--- config.mk ---
export PLATFORM = sky130hd
export DESIGN_NAME = pipelined_param_adder
export DESIGN_NICKNAME = d
export VERILOG_FILES = /design/src/rtl/pipelined_param_adder.sv
export SDC_FILE = /design/constraint.sdc
export NUM_CORES = 1
export LEC_CHECK = 0
export BUFFER_PORTS_ARGS = -buffer_cell sky130_fd_sc_hd__buf_2
export CAP_MARGIN = 40
export CORE_AREA = 3 3 82 115
export CTS_BUF_LIST = sky130_fd_sc_hd__clkbuf_16
export DETAILED_ROUTE_END_ITERATION = 8
export DIE_AREA = 0 0 85 118
export HOLD_SLACK_MARGIN = 0.12
export PLACE_DENSITY = 0.74
export REMOVE_ABC_BUFFERS = 1
export SKIP_CTS_REPAIR_TIMING = 1
export SYNTH_ARGS = -nofsm -noshare
export SYNTH_HDL_FRONTEND = slang
export SYNTH_SLANG_ARGS = --single-unit
export TNS_END_PERCENT = 50
--- constraint.sdc ---
create_clock -name clk -period 2.3 [get_ports clk]
set_input_delay 0 -clock clk [delete_from_list [all_inputs] [get_ports clk]]
set_output_delay 0 -clock clk [all_outputs]
set_load 0.03 [all_outputs]
--- src/rtl/pipelined_param_adder.sv ---
// pipelined_param_adder
//   WIDTH-bit add (A+B+cin) or subtract (A-B) split into SEG-bit segments.
//   Each pipeline stage resolves one segment and registers the carry for the
//   next one. Results appear STAGES = WIDTH/SEG cycles after acceptance.
//   Throughput is one beat per cycle. The whole pipeline freezes while the
//   output holds a result that downstream has not yet taken.
//
// Ports
//   clk        rising-edge clock
//   rst_n      asynchronous active-low reset
//   in_valid   operand beat valid
//   in_ready   beat accepted this cycle (combinational global advance)
//   a, b       unsigned operands
//   cin        carry-in, used only for adds
//   sub        0: a+b+cin, 1: a-b (a + ~b + 1)
//   out_valid  result valid
//   out_ready  downstream accepts result
//   sum        result bits (modulo 2^WIDTH)
//   cout       carry out of MSB (for subtract, 1 means a >= b)
//   ovf        signed overflow, present only with PIPE_ADDER_OVF_EN defined
//
// Optional feature macro: PIPE_ADDER_OVF_EN
module pipelined_param_adder #(
  parameter int WIDTH = 16,
  parameter int SEG   = 4
) (
  input  logic             clk,
  input  logic             rst_n,
  input  logic             in_valid,
  output logic             in_ready,
  input  logic [WIDTH-1:0] a,
  input  logic [WIDTH-1:0] b,
  input  logic             cin,
  input  logic             sub,
  output logic             out_valid,
  input  logic             out_ready,
  output logic [WIDTH-1:0] sum,
  output logic             cout
`ifdef PIPE_ADDER_OVF_EN
  ,
  output logic             ovf
`endif
);

  localparam int STAGES = WIDTH / SEG;

  if ((SEG < 1) || (WIDTH < SEG) || ((WIDTH % SEG) != 0)) begin : g_bad_params
    $error("pipelined_param_adder: WIDTH must be a positive integer multiple of SEG");
  end

  // Per-stage state. Operands travel full width so every stage can pick its
  // own segment; the result word accumulates the resolved low segments.
  logic [STAGES-1:0]            vld_q, vld_d;
  logic [STAGES-1:0]            c_q, c_d;
  logic [STAGES-1:0][WIDTH-1:0] a_q, a_d;
  logic [STAGES-1:0][WIDTH-1:0] b_q, b_d;
  logic [STAGES-1:0][WIDTH-1:0] r_q, r_d;
`ifdef PIPE_ADDER_OVF_EN
  logic                         ovf_q, ovf_d;
`endif

  logic             adv;
  logic             accept;
  logic [WIDTH-1:0] src_a;
  logic [WIDTH-1:0] src_b;
  logic [WIDTH-1:0] src_r;
  logic             src_c;
  logic             src_v;
  logic [SEG:0]     seg_sum;

  // Only a result parked at the output and refused downstream stops the pipe.
  assign adv      = !(vld_q[STAGES-1] && !out_ready);
  assign in_ready = adv;
  assign accept   = in_valid && adv;

  always_comb begin
    vld_d = vld_q;
    c_d   = c_q;
    a_d   = a_q;
    b_d   = b_q;
    r_d   = r_q;
`ifdef PIPE_ADDER_OVF_EN
    ovf_d = ovf_q;
`endif
    // Stage 0 source is the incoming beat; subtract folds into ~b with carry 1.
    src_a   = a;
    src_b   = sub ? ~b : b;
    src_r   = '0;
    src_c   = sub | cin;
    src_v   = accept;
    seg_sum = '0;
    for (int k = 0; k < STAGES; k++) begin
      seg_sum = {1'b0, src_a[k*SEG +: SEG]} + {1'b0, src_b[k*SEG +: SEG]}
              + {{SEG{1'b0}}, src_c};
      vld_d[k] = src_v;
      // Data registers load only with a real beat, so a bubble leaves the
      // last result visible on sum/cout.
      if (src_v) begin
        a_d[k]              = src_a;
        b_d[k]              = src_b;
        r_d[k]              = src_r;
        r_d[k][k*SEG +: SEG] = seg_sum[SEG-1:0];
        c_d[k]              = seg_sum[SEG];
`ifdef PIPE_ADDER_OVF_EN
        // Carry into the MSB is recovered from the MSB sum bit.
        if (k == STAGES - 1) begin
          ovf_d = src_a[WIDTH-1] ^ src_b[WIDTH-1] ^ seg_sum[SEG-1] ^ seg_sum[SEG];
        end
`endif
      end
      src_a = a_q[k];
      src_b = b_q[k];
      src_r = r_q[k];
      src_c = c_q[k];
      src_v = vld_q[k];
    end
  end

  always_ff @(posedge clk or negedge rst_n) begin
    if (!rst_n) begin
      vld_q <= '0;
      c_q   <= '0;
      a_q   <= '0;
      b_q   <= '0;
      r_q   <= '0;
`ifdef PIPE_ADDER_OVF_EN
      ovf_q <= 1'b0;
`endif
    end else if (adv) begin
      vld_q <= vld_d;
      c_q   <= c_d;
      a_q   <= a_d;
      b_q   <= b_d;
      r_q   <= r_d;
`ifdef PIPE_ADDER_OVF_EN
      ovf_q <= ovf_d;
`endif
    end
  end

  assign out_valid = vld_q[STAGES-1];
  assign sum       = r_q[STAGES-1];
  assign cout      = c_q[STAGES-1];
`ifdef PIPE_ADDER_OVF_EN
  assign ovf       = ovf_q;
`endif

endmodule

# --- Word level (Yosys, flattened, before mapping) ---
# Cells that the tools add are included.
word_totals:
  in_bits: 38
  output_inout_bits: 19
  register_bits: 144
  word_cells: 35
op_classes:
  n_reduce_logical: 8
  n_mux: 1
  n_addsub: 8
  bitwise_logic: 3
ops:
  columns: ["op", "n"]
  rows:
  - ["$add 4x4->5", 4]
  - ["$add 5x1->5", 4]
  - ["$mux 16", 1]
  - ["$not 16->16", 1]
  - ["$reduce_and 2->1", 4]
  - ["$logic_and 1x1->1", 2]
  - ["$logic_not 1->1", 2]
  - ["$not 1->1", 1]
  - ["$or 1x1->1", 1]

# --- Logic depth before layout (Yosys ltp) ---
# Gate-level depths: netlist (run 1).
logic_depth:
  depth_word: 5
  ltp_mapped: 8
  mapped_depth_nobuf: 6

# --- Worst setup path before layout (run 1) ---
# No wires, ideal clock.
synth_timing:
  path_kind: "input to register"
  from: "input port sub"
  to: "register c_q[0]"
  path_buffers: 2
  slack_ps: 371
  arrival_ps: 1800
  setup_time_ps: 129
  t_required_ps: 2171
  stages: 8
  cell_sequence: "buf_2 -> buf_4 -> or2_2 -> fa_1 -> fa_1 -> a21o_1 -> a21oi_1 -> o21ai_0"
synth_via:
  elab_chain_len: 3
  word_cells_on_any_way: 4
  classes_between: "add/sub (2); mux (1); bitwise (1)"
synth_lines:
  columns: ["element", "line", "source"]
  rows:
  - ["from (decl)", "34", "input logic sub,"]
  - ["$mux 16", "87", "src_b = sub ? ~b : b;"]
  - ["$add 4x4->5", "93", "seg_sum = {1'b0, src_a[k*SEG +: SEG]} + {1'b0, src_b[k*SEG +: SEG]}"]
  - ["$add 5x1->5 (*)", "94", "+ {{SEG{1'b0}}, src_c};"]
  - ["to (signal assigned)", "122", "c_q <= '0;"]
  - ["to (signal assigned)", "131", "c_q <= c_d;"]
  - ["to (decl)", "54", "logic [STAGES-1:0] c_q, c_d;"]
# Every way passes the cells marked *; elsewhere a longest branch is shown, timed or not.
# A chain may end at the register's enable or synchronous reset.

# --- Final worst setup path (run 1) ---
layout_timing:
  from: "register c_q[2]"
  to: "register c_q[3]"
layout_via:
  elab_chain_len: 1
layout_lines:
  columns: ["element", "line"]
  rows:
  - ["$add 5x1->5", "94"]
# Every way passes these cells.

==> impl_metrics.yaml, run 1 <==
worst_setup_path:
  r2r_start: "c_q[2]"
  r2r-end: "c_q[3]"
  critPathLaunchType: "register"
  path_cells: "fa_1 -> fa_1 -> a21o_1 -> a21oi_1 -> o21ai_0"
  endpoint_kind: "register"
  cp_max_fo: 2
  reg2reg_setup_slack_ns: 0.44
  crit_type: "register to register"
  cp.arrival_ns: 2.07
  crit_path_start: "c_q[2]"
  crit_top_cell: "fa_1"
  cp_slowest_cell: "fa_1"
  required_ns: 2.51
  setup.worst_path.end: "c_q[3]"
  crit_path_max_incr_delay_ns: 0.48
  reg2regPathDepth: 5
timing:
  maxSlewHeadroom_pct: 50.1
  finClkSkew_ns: 0.00663
  setup_viol: 0
  maxSlewViolCount: 0
  fin_setup_tns_ns: 0
  min_period_ns: 1.86
  rsz0062_at_grt: "false"
  finalHoldViolations: 0
  clock.fmax_ghz: 0.537
  fin_crit_sh_pct: 80.9
  tightest_slew_ns: 0.749
yosys:
  synth_area_per_cell_sq_um: 14.1
  netlist_area_sq_um: 4580
  synthArstFlopShare_pct: 100
  synthCells: 326
  synth_edf_count: 0
  synthDistinctLibCells: 31
  synth_warnings: 0
  synth_seq_cells: 96
  ys_seq_area_share_pct: 52.4
  synth_flop_cell: "dfrtp_1"
finish:
  area_delta_synth_final_pct: 16.8
  antenna_cells: 0
  nFillCells: 662
  fin_nets: 452
  drive_above_1_share_pct: 36.3
clock_network:
  insertion_delay_ns: 0.34
  cts_tree: "yes"
  clock_path_buffers: 2
  cts_max_level: 3
  clock_sinks: 96
  cts_buffers: 9
  root_buffer: "clkbuf_16"
  clk_pin_slew_ns: 0.07
grt:
  grt_pass1_wl_mm: 13.5
  gr-total-overflow: 0
  grt.total_usage_pct: 17.1
  grt_pass1_vias: 2727
  grt_start_max_net_pins: 60
  antenna_found_initial: 0
floorplan:
  die-area_sq_um: 10000
  die_w_microns: 85
  dieHeight_microns: 118
  rows: 40
  pin_count: 57
  coreArea_sq_um: 8560
  start_util_pct: 53.6
pwr:
  power_mw: 7.34
  sequentialPowerShare_pct: 39.7
  p_comb_share_pct: 40.9
  intPower_mw: 4.88
  vdd_ir_drop_max_v: 0.000727
  sw_frac_of_total_pct: 33.6
  p_leak_nw: 2.54
  pwr-share-clk_pct: 19.4
  power.density_nw_per_um2: 1370
  switchingPower_mw: 2.47
run_status:
  status: "completed"
detailed_routing:
  drtIter0Drc: 109
  wl_mm: 8.00
  firstDrtPassIters: 4
  detail_route.wl_per_cell_microns: 15.9
  drc: 0
  final_antenna_net_count: 0
  vias: 2639
  via_per_inst: 5.24
placement:
  gp_congestion: 0.798
  dp_hpwl_mm: 5.25
  port_buffers: 56
flow_run:
  drv_cap: 0
hold_path:
  hp-class: "primary input to register"
state kept, by name, indices dropped and copies added, names as in the netlist:
signal / flops
a_q: 24
b_q: 24
c_q: 4
r_q: 24
sum: 16
vld_q: 4
layer usage:
| metal | share of wire (%) | vias to the layer above | GRT usage (%) |
|---|---|---|---|
| met2 | 53 | 45 | 28.4 |
| met5 | 0 | - | 0 |
| met4 | 2.3 | 0 | 8.12 |
| met3 | 3.4 | 14 | 3.36 |
| met1 | 42 | 1321 | 21.2 |
| li1 | - | 1259 | - |
critical path, delay by kind of cell (launching register included):
kind / cells / cell delay (ns)
AOI/OAI and AO/OA: 3 / 0.42
adders and majority gates: 2 / 0.91
DFF: 1 / 0.41
layout by cell type (no fill, tap or decap), drive strengths merged:
| cell | synthesis | layout |
|---|---|---|
| o31ai | 4 | 4 |
| clkbuf | 4 | 9 |
| nor2 | 1 | 1 |
| o21ai | 48 | 48 |
| fa | 8 | 8 |
| a21boi | 4 | 4 |
| ha | 12 | 12 |
| nor3 | 1 | 1 |
| dfrtp | 96 | 96 |
| or2 | 1 | 1 |
| nor2b | 2 | 2 |
| nand2 | 5 | 5 |
| xor2 | 5 | 5 |
| mux2 | 67 | 67 |
| clkinv | 1 | 5 |
| bufinv | 0 | 1 |
| nand3 | 4 | 4 |
| and3b | 4 | 4 |
| a21o | 3 | 3 |
| a21oi | 9 | 9 |
| buf | 25 | 59 |
| dlygate4sd3 | 0 | 27 |
| inv | 7 | 9 |
| xnor2 | 15 | 15 |
area by class of cell:
class	instances	area (sq um)	share of cell area, %
flip-flops and latches	96	2400	44.9
multi-input cells	193	1910	35.7
repair buffers	86	588	11.0
clock buffers	9	225	4.21
well taps	105	131	2.45
clock inverters	7	55.1	1.03
inverters	8	42.5	0.794
cells in the mapped netlist (4+ instances only):
cell      instances  share of area [%]
o31ai_1           4               0.66
buf_4            18                2.9
dfrtp_1          96                 52
and3b_1           4               0.76
o21ai_0          47                5.1
mux2_2           28                6.9
ha_1             12                3.3
nand3_1           4               0.44
a21boi_0          4               0.66
xor2_1            5               0.96
xnor2_1          15                2.9
mux2_4           39                 13
fa_1              8                3.5
inv_1             7               0.57
a21oi_1           9               0.98
buf_6             5                1.2
power by group through the flow:
stage	Clock [mW]	Combinational (mW)	Sequential, mW
5_1_grt	1.52	3.31	3.03
3_5_place_dp	0	3.00	2.95
4_1_cts	1.45	3.01	2.92
2_1_floorplan	0	2.06	3.13
6_report	1.42	3.01	2.91
3_3_place_gp	0	2.88	2.91
worst min-delay path by stage:
| stage | from | to | slack (ns) | cells past startpoint |
|---|---|---|---|---|
| floorplan | rst_n | a_q[10] | -0.30 | 0 |
| global placement | rst_n | a_q[29] | 0.11 | 1 |
| detailed placement | rst_n | a_q[29] | 0.12 | 1 |
| CTS | rst_n | b_q[45] | -0.24 | 1 |
| global route | a[3] | c_q[0] | 0.13 | 4 |
| finish | a[3] | c_q[0] | 0.07 | 4 |
metrics by stage:
step           hold WS [ns]  cell area [sq um]  std cells  util [%]  worst slack, ns
6_report             0.0661               5360        504      62.6            0.438
3_5_place_dp          0.121               4800        461      56.1            0.458
4_1_cts              -0.242               5080        477      59.4            0.451
5_1_grt               0.127               5360        504      62.6            0.370
3_3_place_gp          0.112               4800        461      56.1            0.522
2_1_floorplan        -0.296               4360        297         -            0.325
logic make-up (layout without fill, tap and decap cells):
kind of cell	after synthesis	after routing	synth area share (%)
AOI/OAI and AO/OA	68	68	8.03
xor gates and xnor gates	20	20	3.82
adders and majority gates	20	20	6.77
buffers and inverters	37	110	5.90
DFF	96	96	52.4
muxes	67	67	19.7
and+or+nand+nor	18	18	3.41
Power figures use the tool's default switching activity.
==> run 2: changes to the inputs <==
- clock period: 2.3 -> 1.9 ns (I/O delays scaled with it)
==> impl_metrics.yaml, run 2 (same netlist as run 1, synthesis figures left out) <==
worst_setup_path:
  r2r_start: "c_q[2]"
  reg2regPathDepth: 5
  setup.worst_path.end: "c_q[3]"
  critPathLaunchType: "register"
  cp_max_fo: 2
  endpoint_kind: "register"
  crit_type: "register to register"
  reg2reg_setup_slack_ns: 0.12
  required_ns: 2.11
  crit_path_start: "c_q[2]"
  cp.arrival_ns: 1.99
  r2r-end: "c_q[3]"
floorplan:
  coreArea_sq_um: 8560
  start_util_pct: 53.6
  dieHeight_microns: 118
  die_w_microns: 85
  die-area_sq_um: 10000
  pin_count: 57
  rows: 40
clock_network:
  root_buffer: "clkbuf_16"
  clock_path_buffers: 2
  clock_sinks: 96
  insertion_delay_ns: 0.34
  cts_max_level: 3
  cts_buffers: 9
  cts_tree: "yes"
  clk_pin_slew_ns: 0.06
finish:
  antenna_cells: 0
  final_util_pct: 63.4
  drive_above_1_share_pct: 37.5
  stdcell_count: 510
  area_delta_synth_final_pct: 18.3
  reg_top3: "a_q x24, b_q x24, r_q x24"
  layout.cells.most_common_list: "dfrtp_1 (96), buf_2 (55), o21ai_0 (47)"
  layout_commonest_cell: "dfrtp_1"
  fin_nets: 458
detailed_routing:
  detail_route.wl_per_cell_microns: 16.0
  firstDrtPassIters: 4
  drtIter0Drc: 93
  vias: 2681
  via_per_inst: 5.26
  wl_mm: 8.14
  drc: 0
  final_antenna_net_count: 0
timing:
  setup_viol: 0
  finClkSkew_ns: 0.00565
  layout_setup_ws_ns: 0.123
  finalHoldViolations: 0
  fin_crit_sh_pct: 93.5
  rsz0062_at_grt: "false"
  maxSlewViolCount: 0
  fin_setup_tns_ns: 0
  clock.fmax_ghz: 0.563
  maxSlewHeadroom_pct: 67.6
  tightest_slew_ns: 0.485
  min_period_ns: 1.78
pwr:
  switchingPower_mw: 3.00
  power_mw: 8.93
  p_comb_share_pct: 41.2
  vdd_ir_drop_max_v: 0.000902
  sw_frac_of_total_pct: 33.6
  intPower_mw: 5.93
  sequentialPowerShare_pct: 39.6
  pwr-share-clk_pct: 19.2
  power.density_nw_per_um2: 1650
  p_leak_nw: 2.57
placement:
  gp_congestion: 0.782
  placed_cells: 465
  dp_hpwl_mm: 5.53
  place_ws_ns: 0.0728
  port_buffers: 56
grt:
  grt_pass1_vias: 2794
  gr-total-overflow: 0
  antenna_found_initial: 0
  grt_pass1_wl_mm: 13.5
  grt_start_max_net_pins: 45
  grt.total_usage_pct: 17.2
hold_path:
  hp-class: "primary input to register"
flow_run:
  drv_cap: 0
run_status:
  status: "completed"
[run 2: cell types whose count changed in the layout (fill, tap and decap cells not counted), sizes merged]
cell,change
buf,+4
clkinv,-1
dlygate4sd3,+2
inv,+1
[run 2: worst min-delay path by stage]
stage / from / endpoint / slack, ns / cells after the start
4_1_cts: rst_n / c_q[3] / -0.37 / 1
5_1_grt: cin / r_q[0] / 0.20 / 4
3_5_place_dp: rst_n / a_q[45] / -0.01 / 1
6_report: cin / r_q[0] / 0.16 / 4
3_3_place_gp: rst_n / a_q[45] / -0.02 / 1
2_1_floorplan: rst_n / a_q[10] / -0.30 / 0
[run 2: per-layer routing]
layer  GRT usage, %  routed length [microns]  vias up
met2           29.2                     4360       45
met4           8.32                      203        0
met3           3.08                      225       15
met1           20.8                     3350     1353
met5              0                        0        -
li1               -                        -     1268
[run 2: stage by stage]
| stage | instance area [sq um] | hold WS [ns] |
|---|---|---|
| 3_3_place_gp | 4850 | -0.0165 |
| 6_report | 5420 | 0.157 |
| 4_1_cts | 5130 | -0.369 |
| 3_5_place_dp | 4850 | -0.00959 |
| 5_1_grt | 5420 | 0.196 |
| 2_1_floorplan | 4360 | -0.296 |
[run 2: area by class of cell]
| cell class | count | area (sq um) |
|---|---|---|
| fill | 647 | 3130 |
| tap | 105 | 131 |
| sequential | 96 | 2400 |
| multi-input combinational | 193 | 1920 |
| timing repair buffer | 92 | 651 |
| clock inverter | 7 | 56.3 |
| clock buffer | 9 | 225 |
| inverter | 8 | 42.5 |
[run 2: power groups by stage]
stage | Sequential [mW] | Combinational, mW | Clock [mW]
after floorplan | 3.79 | 2.49 | 0
after global placement | 3.52 | 3.52 | 0
after detailed placement | 3.57 | 3.65 | 0
after CTS | 3.54 | 3.68 | 1.75
after global routing | 3.66 | 4.04 | 1.83
final | 3.54 | 3.68 | 1.72
[run 2: worst max-delay path: stages (launching register included)]
cell and delay (ns):
dfrtp_1 0.41, fa_2 0.42, fa_1 0.41, a21o_1 0.20, a21oi_1 0.13, o21ai_0 0.09
